File: src/rtl/mem_arbiter_if.sv
// mem_arbiter_if: bundles the icache, dcache and shared-memory handshake/bus signals.
// Latency: none (wiring only).
// Backpressure: carried by the en/rdy pairs; slave = arbiter side, master = requesters + memory side.
interface mem_arbiter_if #(
  parameter int ADDR_W = 32,
  parameter int DATA_W = 32
);

  // instruction-fetch port
  logic              icache_en;
  logic [ADDR_W-1:0] icache_addr;
  logic [DATA_W-1:0] icache_data;
  logic              icache_rdy;

  // data port
  logic              dcache_en;
  logic              dcache_wr;
  logic [ADDR_W-1:0] dcache_addr;
  logic [DATA_W-1:0] dcache_wdata;
  logic [DATA_W-1:0] dcache_rdata;
  logic              dcache_rdy;

  // shared memory port
  logic              mem_en;
  logic              mem_wr;
  logic [ADDR_W-1:0] mem_addr;
  logic [DATA_W-1:0] mem_wdata;
  logic [DATA_W-1:0] mem_rdata;
  logic              mem_rdy;

  // arbiter view
  modport slave (
    input  icache_en, icache_addr,
    output icache_data, icache_rdy,
    input  dcache_en, dcache_wr, dcache_addr, dcache_wdata,
    output dcache_rdata, dcache_rdy,
    output mem_en, mem_wr, mem_addr, mem_wdata,
    input  mem_rdata, mem_rdy
  );

  // requester + memory view
  modport master (
    output icache_en, icache_addr,
    input  icache_data, icache_rdy,
    output dcache_en, dcache_wr, dcache_addr, dcache_wdata,
    input  dcache_rdata, dcache_rdy,
    input  mem_en, mem_wr, mem_addr, mem_wdata,
    output mem_rdata, mem_rdy
  );

endinterface

File: src/rtl/mem_arbiter.sv
// mem_arbiter: arbitrates icache fetches and dcache loads/stores onto one shared memory port.
// Latency: 3 cycles minimum request->rdy (IDLE sample, grant, RESP); one transaction per 3 cycles.
// Backpressure: a grant waits indefinitely for mem_rdy; requesters hold en until their rdy pulse.
// Build option: MEM_ARB_RR_EN -> ties resolved round-robin; undefined -> dcache always wins ties.
module mem_arbiter #(
  parameter int ADDR_W = 32,
  parameter int DATA_W = 32
) (
  input  logic         clock,
  input  logic         resetn,
  mem_arbiter_if.slave bus
);

  typedef enum logic [1:0] {
    IDLE = 2'd0,
    IGNT = 2'd1,
    DGNT = 2'd2,
    RESP = 2'd3
  } state_t;

  state_t            state_q, state_d;

  // shared-memory request, launched only from these latched values
  logic              mem_en_q, mem_en_d;
  logic              mem_wr_q, mem_wr_d;
  logic [ADDR_W-1:0] mem_addr_q, mem_addr_d;
  logic [DATA_W-1:0] mem_wdata_q, mem_wdata_d;

  // requester responses; data registers hold between transactions
  logic              icache_rdy_q, icache_rdy_d;
  logic              dcache_rdy_q, dcache_rdy_d;
  logic [DATA_W-1:0] icache_data_q, icache_data_d;
  logic [DATA_W-1:0] dcache_rdata_q, dcache_rdata_d;

  // tie-break direction and the resulting grant decision in IDLE
  logic              tie_to_d;
  logic              grant_d;
  logic              grant_i;

`ifdef MEM_ARB_RR_EN
  // 1 when the most recent grant went to dcache; reset leaves it 0 so dcache wins the first tie
  logic              last_d_q, last_d_d;

  assign tie_to_d = ~last_d_q;
`else
  assign tie_to_d = 1'b1;
`endif

  // single requester always wins; on a tie the tie-break direction decides
  always_comb begin
    grant_d = bus.dcache_en & (~bus.icache_en | tie_to_d);
    grant_i = bus.icache_en & ~grant_d;
  end

  // next-state and registered-output computation
  always_comb begin
    state_d        = state_q;
    mem_en_d       = mem_en_q;
    mem_wr_d       = mem_wr_q;
    mem_addr_d     = mem_addr_q;
    mem_wdata_d    = mem_wdata_q;
    icache_rdy_d   = 1'b0;
    dcache_rdy_d   = 1'b0;
    icache_data_d  = icache_data_q;
    dcache_rdata_d = dcache_rdata_q;
`ifdef MEM_ARB_RR_EN
    last_d_d       = last_d_q;
`endif

    case (state_q)
      IDLE: begin
        if (grant_d) begin
          state_d     = DGNT;
          mem_en_d    = 1'b1;
          mem_wr_d    = bus.dcache_wr;
          mem_addr_d  = bus.dcache_addr;
          mem_wdata_d = bus.dcache_wdata;
`ifdef MEM_ARB_RR_EN
          last_d_d    = 1'b1;
`endif
        end else if (grant_i) begin
          // fetches never write; store data is parked at zero
          state_d     = IGNT;
          mem_en_d    = 1'b1;
          mem_wr_d    = 1'b0;
          mem_addr_d  = bus.icache_addr;
          mem_wdata_d = '0;
`ifdef MEM_ARB_RR_EN
          last_d_d    = 1'b0;
`endif
        end
      end

      IGNT: begin
        if (bus.mem_rdy) begin
          state_d       = RESP;
          mem_en_d      = 1'b0;
          mem_wr_d      = 1'b0;
          icache_data_d = bus.mem_rdata;
          icache_rdy_d  = 1'b1;
        end
      end

      DGNT: begin
        if (bus.mem_rdy) begin
          state_d      = RESP;
          mem_en_d     = 1'b0;
          mem_wr_d     = 1'b0;
          dcache_rdy_d = 1'b1;
          // a store completes without touching the load-data register
          if (!mem_wr_q) begin
            dcache_rdata_d = bus.mem_rdata;
          end
        end
      end

      RESP: begin
        // requester enables are deliberately not looked at here
        state_d = IDLE;
      end

      default: begin
        state_d = IDLE;
      end
    endcase
  end

  // state and output registers; reset abandons any in-flight transaction
  always_ff @(posedge clock or negedge resetn) begin
    if (!resetn) begin
      state_q        <= IDLE;
      mem_en_q       <= 1'b0;
      mem_wr_q       <= 1'b0;
      mem_addr_q     <= '0;
      mem_wdata_q    <= '0;
      icache_rdy_q   <= 1'b0;
      dcache_rdy_q   <= 1'b0;
      icache_data_q  <= '0;
      dcache_rdata_q <= '0;
    end else begin
      state_q        <= state_d;
      mem_en_q       <= mem_en_d;
      mem_wr_q       <= mem_wr_d;
      mem_addr_q     <= mem_addr_d;
      mem_wdata_q    <= mem_wdata_d;
      icache_rdy_q   <= icache_rdy_d;
      dcache_rdy_q   <= dcache_rdy_d;
      icache_data_q  <= icache_data_d;
      dcache_rdata_q <= dcache_rdata_d;
    end
  end

`ifdef MEM_ARB_RR_EN
  // round-robin pointer register
  always_ff @(posedge clock or negedge resetn) begin
    if (!resetn) begin
      last_d_q <= 1'b0;
    end else begin
      last_d_q <= last_d_d;
    end
  end
`endif

  assign bus.mem_en       = mem_en_q;
  assign bus.mem_wr       = mem_wr_q;
  assign bus.mem_addr     = mem_addr_q;
  assign bus.mem_wdata    = mem_wdata_q;
  assign bus.icache_rdy   = icache_rdy_q;
  assign bus.icache_data  = icache_data_q;
  assign bus.dcache_rdy   = dcache_rdy_q;
  assign bus.dcache_rdata = dcache_rdata_q;

  // completion pulses belong to different transactions and can never coincide
  a_rdy_exclusive: assert property (@(posedge clock) disable iff (!resetn)
    !(icache_rdy_q && dcache_rdy_q));

  // the memory request is live exactly while a grant is outstanding
  a_mem_en_in_grant: assert property (@(posedge clock) disable iff (!resetn)
    mem_en_q == ((state_q == IGNT) || (state_q == DGNT)));

  // a completion pulse only appears in the response cycle
  a_rdy_in_resp: assert property (@(posedge clock) disable iff (!resetn)
    (icache_rdy_q || dcache_rdy_q) |-> (state_q == RESP));

endmodule

File: src/flat_wrapper.sv
// flat-port wrapper written by rule: the top's interface ports become plain ports
module mem_arbiter_flat 
#(
  parameter int ADDR_W = 32,
  parameter int DATA_W = 32
)
  (clock, resetn, bus_icache_en, bus_icache_addr, bus_icache_data, bus_icache_rdy, bus_dcache_en, bus_dcache_wr, bus_dcache_addr, bus_dcache_wdata, bus_dcache_rdata, bus_dcache_rdy, bus_mem_en, bus_mem_wr, bus_mem_addr, bus_mem_wdata, bus_mem_rdata, bus_mem_rdy);
  mem_arbiter_if #(.ADDR_W(ADDR_W), .DATA_W(DATA_W)) bus_i ();
  input  logic clock;
  input  logic resetn;
  input wire logic [$bits(bus_i.icache_en)-1:0] bus_icache_en;
  input wire logic [$bits(bus_i.icache_addr)-1:0] bus_icache_addr;
  output wire logic [$bits(bus_i.icache_data)-1:0] bus_icache_data;
  output wire logic [$bits(bus_i.icache_rdy)-1:0] bus_icache_rdy;
  input wire logic [$bits(bus_i.dcache_en)-1:0] bus_dcache_en;
  input wire logic [$bits(bus_i.dcache_wr)-1:0] bus_dcache_wr;
  input wire logic [$bits(bus_i.dcache_addr)-1:0] bus_dcache_addr;
  input wire logic [$bits(bus_i.dcache_wdata)-1:0] bus_dcache_wdata;
  output wire logic [$bits(bus_i.dcache_rdata)-1:0] bus_dcache_rdata;
  output wire logic [$bits(bus_i.dcache_rdy)-1:0] bus_dcache_rdy;
  output wire logic [$bits(bus_i.mem_en)-1:0] bus_mem_en;
  output wire logic [$bits(bus_i.mem_wr)-1:0] bus_mem_wr;
  output wire logic [$bits(bus_i.mem_addr)-1:0] bus_mem_addr;
  output wire logic [$bits(bus_i.mem_wdata)-1:0] bus_mem_wdata;
  input wire logic [$bits(bus_i.mem_rdata)-1:0] bus_mem_rdata;
  input wire logic [$bits(bus_i.mem_rdy)-1:0] bus_mem_rdy;
  assign bus_i.icache_en = bus_icache_en;
  assign bus_i.icache_addr = bus_icache_addr;
  assign bus_icache_data = bus_i.icache_data;
  assign bus_icache_rdy = bus_i.icache_rdy;
  assign bus_i.dcache_en = bus_dcache_en;
  assign bus_i.dcache_wr = bus_dcache_wr;
  assign bus_i.dcache_addr = bus_dcache_addr;
  assign bus_i.dcache_wdata = bus_dcache_wdata;
  assign bus_dcache_rdata = bus_i.dcache_rdata;
  assign bus_dcache_rdy = bus_i.dcache_rdy;
  assign bus_mem_en = bus_i.mem_en;
  assign bus_mem_wr = bus_i.mem_wr;
  assign bus_mem_addr = bus_i.mem_addr;
  assign bus_mem_wdata = bus_i.mem_wdata;
  assign bus_i.mem_rdata = bus_mem_rdata;
  assign bus_i.mem_rdy = bus_mem_rdy;
  mem_arbiter #(.ADDR_W(ADDR_W), .DATA_W(DATA_W)) u_core (.clock(clock), .resetn(resetn), .bus(bus_i));
endmodule
File: config.mk
export PLATFORM = sky130hd
export DESIGN_NAME = mem_arbiter_flat
export DESIGN_NICKNAME = d
export VERILOG_FILES = /design/src/rtl/mem_arbiter_if.sv /design/src/rtl/mem_arbiter.sv /design/src/flat_wrapper.sv
export SDC_FILE = /design/constraint.sdc
export NUM_CORES = 1
export LEC_CHECK = 0
export CAP_MARGIN = 30
export CORE_UTILIZATION = 37
export DETAILED_ROUTE_END_ITERATION = 8
export PLACE_DENSITY = 0.76
export RECOVER_POWER = 50
export SETUP_SLACK_MARGIN = 0.05
export SLEW_MARGIN = 10
export SYNTH_ARGS = -nofsm -noshare
export SYNTH_HDL_FRONTEND = slang
export SYNTH_SLANG_ARGS = --single-unit
File: constraint.sdc
create_clock -name clock -period 1.76 [get_ports clock]
set_clock_uncertainty 0.15 [all_clocks]
set_input_delay 0.264 -clock clock [delete_from_list [all_inputs] [get_ports clock]]
set_output_delay 0.264 -clock clock [all_outputs]
set_load 0.05 [all_outputs]
After elaboration in Yosys (flattened, before gate mapping)
Cells that the tools add are included.
W data, S select, Z words.
{ "totals": {"reg_bits": 134, "input_bits": 134, "out_inout_bits": 132} }
{ "classes": {"n_eq_ne": 5, "mux": 18, "n_bitwise": 3, "n_reduce_logical": 9} }
{ "op_table": {"columns": ["op", "n"], "rows": [
  ["$mux W32", 4],
  ["$mux W1", 8],
  ["$mux W2", 3],
  ["$pmux W2 S3", 1],
  ["$reduce_and A2 Y1", 3],
  ["$reduce_and A3 Y1", 2],
  ["$eq A2 B2 Y1 const B", 2],
  ["$pmux W1 S2", 2],
  ["$reduce_bool A2 Y1", 2],
  ["$ne A3 B2 Y1 const B", 1],
  ["$eq A2 B1 Y1 const B", 1],
  ["$logic_not A2 Y1", 1],
  ["$ne A2 B1 Y1 const B", 1],
  ["$not A1 Y1", 2],
  ["$reduce_or A2 Y1", 1],
  ["$and A1 B1 Y1", 1]
]} }

Longest topological paths before layout
{ "depth": {"depth_word": 5, "ltp_mapped": 7} }

Worst setup path before layout
OpenSTA, ideal clock, no wires.
{ "synth_path": {"path_kind": "reg-to-reg", "start": "register u_core.state_q[0]", "end": "register u_core.mem_wr_q (netlist: u_core.bus.mem_wr)", "setup_time_ns": 0.128, "arrival_ns": 1.485, "required_time_ns": 1.482, "slack_ns": -0.003, "path_stages_with_launch": 6, "path_buffers": 0, "synth_period_minus_slack_ns": 1.763, "cell_sequence": "dfrtp_1 inv_1 ha_1 nor2b_1 a211oi_2 mux2_1"} }
{ "synth_via": {"elab_chain_len": 4, "word_cells_on_any_way": 9, "classes_between": "4 x eq/ne; 1 x mux; 4 x reduce/logical"} }
{ "synth_lines": {"columns": ["element", "line", "rtl"], "rows": [
  ["from (decl)", "mem_arbiter.sv:21", "state_t state_q, state_d;"],
  ["from (signal assigned)", "mem_arbiter.sv:141", "state_q <= state_d;"],
  ["$eq A2 B1 Y1 / $eq A2 B2 Y1 (equally long branches)", "mem_arbiter.sv:70", "case (state_q)"],
  ["$reduce_or A2 Y1 (no source line)", null, null],
  ["$ne A2 B1 Y1 (no source line) / $reduce_bool A2 Y1 (equally long branches)", null, null],
  ["$reduce_and A3 Y1 (no source line)", null, null],
  ["to (signal assigned)", "mem_arbiter.sv:143", "mem_wr_q <= mem_wr_d;"],
  ["to (decl)", "mem_arbiter.sv:25", "logic mem_wr_q, mem_wr_d;"]
]} }
Parallel ways exist; a longest one is shown, timed or not.
A chain may end at the register's enable or synchronous reset.

Final worst setup path
{ "layout_path": {"start": "register u_core.state_q[1]", "end": "register u_core.dcache_rdata_q[20] (netlist: u_core.bus.dcache_rdata[20])"} }
{ "layout_via": {"elab_chain_len": 2} }
{ "layout_lines": {"columns": ["element", "line", "rtl"], "rows": [
  ["$eq A2 B2 Y1", "mem_arbiter.sv:70", null],
  ["$reduce_and A3 Y1 (no source line)", null, null],
  ["to (signal assigned)", "mem_arbiter.sv:149", "dcache_rdata_q <= dcache_rdata_d;"],
  ["to (decl)", "mem_arbiter.sv:33", "logic [DATA_W-1:0] dcache_rdata_q, dcache_rdata_d;"]
]} }
Every way passes these cells.

==> results.cfg <==
[logic_synthesis]
synth.avg_cell_area_um2 = 14.36
yosysWarnings = 0
ys_types = 23
synthesis.area_um2 = 5443
synth_top_area_cell = dfrtp_1
ys.flop_type = dfrtp_1
netlist_top_cells_area = dfrtp_1, mux2_4, mux2_2
yosys-top-cells-count = dfrtp_1, mux2_2, nand2_1, mux2i_1, o21ai_0
synthSimpleGateAreaFrac_pct = 3.287
synth_top_area_share_pct = 61.61
synth_top_family_by_area = multiplexers
synthMuxAreaShare_pct = 22.00
synthAdderAreaFrac_pct = 1.149
yosys.cell_count.top_type = dfrtp_1
synthArstFlopShare_pct = 100.0
syn-num-nets = 518
synth_xor_area_share_pct = 0
synth_cells = 379
synth_compound_area_share_pct = 8.667
synth_edf_count = 0
ys_ff_latch = 134
yosysSeqAreaShare_pct = 61.61

[place]
placed_cell_area_um2 = 8031
routabilityCongestion = 0.7585
dp_hpwl_mm = 10.65
portBuffers = 265

[setup_path]
start_kind = flop
critical_path_arrival_ps = 1840
worst-path-max-fanout = 10
reg2reg_to = u_core.bus.dcache_rdata[20]
cp-end-kind = flop
required_ps = 1900
path_class = flop to flop
r2r-start = u_core.state_q[1]
rrSetupSlack_ps = 60
r2r_cells = 5

[floorplan]
core.rowCount = 43
pin_count = 266
core_area_um2 = 14100
die-area_um2 = 15200
fp.dieW_um = 123.3
initial_core_util_pct = 38.61
die_y_um = 123.3

[grt]
grt_max_degree = 70
antenna_found_initial = 0
grt-ovfl-total = 0
grt_pass1_vias = 4209
grt_first_pass_wirelength_mm = 22.07
track_usage_pct = 19.68

[status]
status = finished clean

[finish]
nNetsFinal = 799
syn_to_final_growth_pct = 60.41
postLayoutCoreUtil_pct = 61.94
layout-drive-gt1-share_pct = 39.52
design_area_um2 = 8731
diodes = 0

[route]
drc = 0
ant_nets = 0
drtIter0Drc = 173
drt_pass1_iterations = 4
routed_via_density = 4.837
vias = 4126
wl_mm = 14.92
wire_per_inst_um = 17.49

[sta]
hold_violations = 0
fin_crit_sh_pct = 96.40
fmax_mhz = 589.4
maxSlewViolCount = 0
relSlewSlack_pct = 63.69
final-setup-viol-count = 0
worstMarginPinSlew_ps = 544.6
period_minus_slack_ps = 1697
rsz0062_at_grt = true
holdWs_ps = 157.2

[cts]
numCtsBuffers = 17
clkSinkCount = 134
cts_tree = built
clock_latency_ps = 410
h-tree-depth = 4
root_buffer = clkbuf_16
cts_buffer_depth = 2
clk_pin_slew_ps = 60

[run]
drv_cap = 0

[power_and_ir_drop]
ir_drop_uv = 1182
total_leakage_power_uw = 0.004268
p_per_area_nw_per_um2 = 2347

[hold_path]
hp-class = input port to asynchronous set/reset pin
==> kinds of logic after synthesis <==
logic type               Yosys count
AND/OR/NAND/NOR                   42
flip-flops                       134
AO/OA/AOI/OAI                     68
adder cells (fa/ha/maj)            5
buffers and inverters             30
multiplexers                     100
==> metal layers <==
metal | wire, um | vias to the layer above | GRT usage [%]
li1 | - | 1906 | -
met3 | 1237 | 18 | 7.149
met5 | 0 | - | 0
met1 | 5613 | 2002 | 21.82
met2 | 7768 | 200 | 34.25
met4 | 300 | 0 | 7.605
==> cell usage in the layout, fill, tap and decap left out, types with 6 or more instances in the layout <==
cell type,count
clkdlybuf4s50_1,131
dfrtp_1,133
nand2_1,34
buf_4,77
mux2_2,34
mux2i_1,33
clkbuf_2,64
o21ai_0,33
mux2_4,32
clkbuf_16,19
a22o_1,32
bufinv_16,6
==> worst max path at each step <==
stage                                  end  slack [ps]              start  depth (start not counted)
2_1_floorplan  u_core.bus.dcache_rdata[10]          40  u_core.state_q[0]                          7
4_1_cts         u_core.bus.dcache_rdata[0]          30  u_core.state_q[0]                          6
3_3_place_gp    u_core.bus.dcache_rdata[0]         -50        bus_mem_rdy                          5
6_report       u_core.bus.dcache_rdata[20]          60  u_core.state_q[1]                          5
3_5_place_dp    u_core.bus.dcache_rdata[0]         -70        bus_mem_rdy                          5
5_1_grt         u_core.bus.dcache_rdata[8]          30  u_core.state_q[0]                          6
==> power breakdown <==
| part | internal (uW) | switching (uW) | total [uW] | leakage (uW) |
|---|---|---|---|---|
| registers | 4580 | 875 | 5450 | 0.00164 |
| clock network | 2780 | 1320 | 4090 | 0.000334 |
| logic | 3670 | 7270 | 10900 | 0.00230 |
==> critical path, cell delays in order, from the launching register on <==
cell and delay (ps):
dfrtp_2 450, ha_4 170, and2_4 160, nand2b_4 160
buf_16 170, mux2_4 310
==> area by class of cell <==
cell class / instances / area (um^2)
tap: 180 / 225.2
timing repair buffer: 287 / 2462
fill: 1128 / 5365
clock inverter: 11 / 219.0
sequential: 134 / 3354
clock buffer: 21 / 470.5
inverter: 5 / 18.77
multi-input combinational: 215 / 1981
==> state kept, by name, indices dropped and copies added (netlist names) <==
register / cells
u_core.bus.mem_en: 1
u_core.bus.icache_rdy: 1
u_core.bus.icache_data: 32
u_core.bus.dcache_rdy: 1
u_core.state_q: 2
u_core.bus.dcache_rdata: 32
u_core.bus.mem_wr: 1
u_core.bus.mem_addr: 32
u_core.bus.mem_wdata: 32
==> per-stage QoR <==
stage	worst slack, ps	power, uW	setup TNS, ps	instances
after global routing	34.46	21430	0	853
after global placement	-49.66	16390	-1033	815
after CTS	30.32	20970	0	850
after detailed placement	-68.58	16600	-2079	815
final	63.43	20490	0	853
after floorplan	38.93	12960	0	379
==> repair_timing <==
action                                  CTS  global route
setup buffers                             0             1
cloned                                    2             2
hold buffers                              1             0
endpoints found under the setup margin   27            65
pin swaps                                 1             3
gates resized for setup                  12             8
hold endpoints to repair                 85             0
Note: power is estimated with default switching activity, not from simulation.
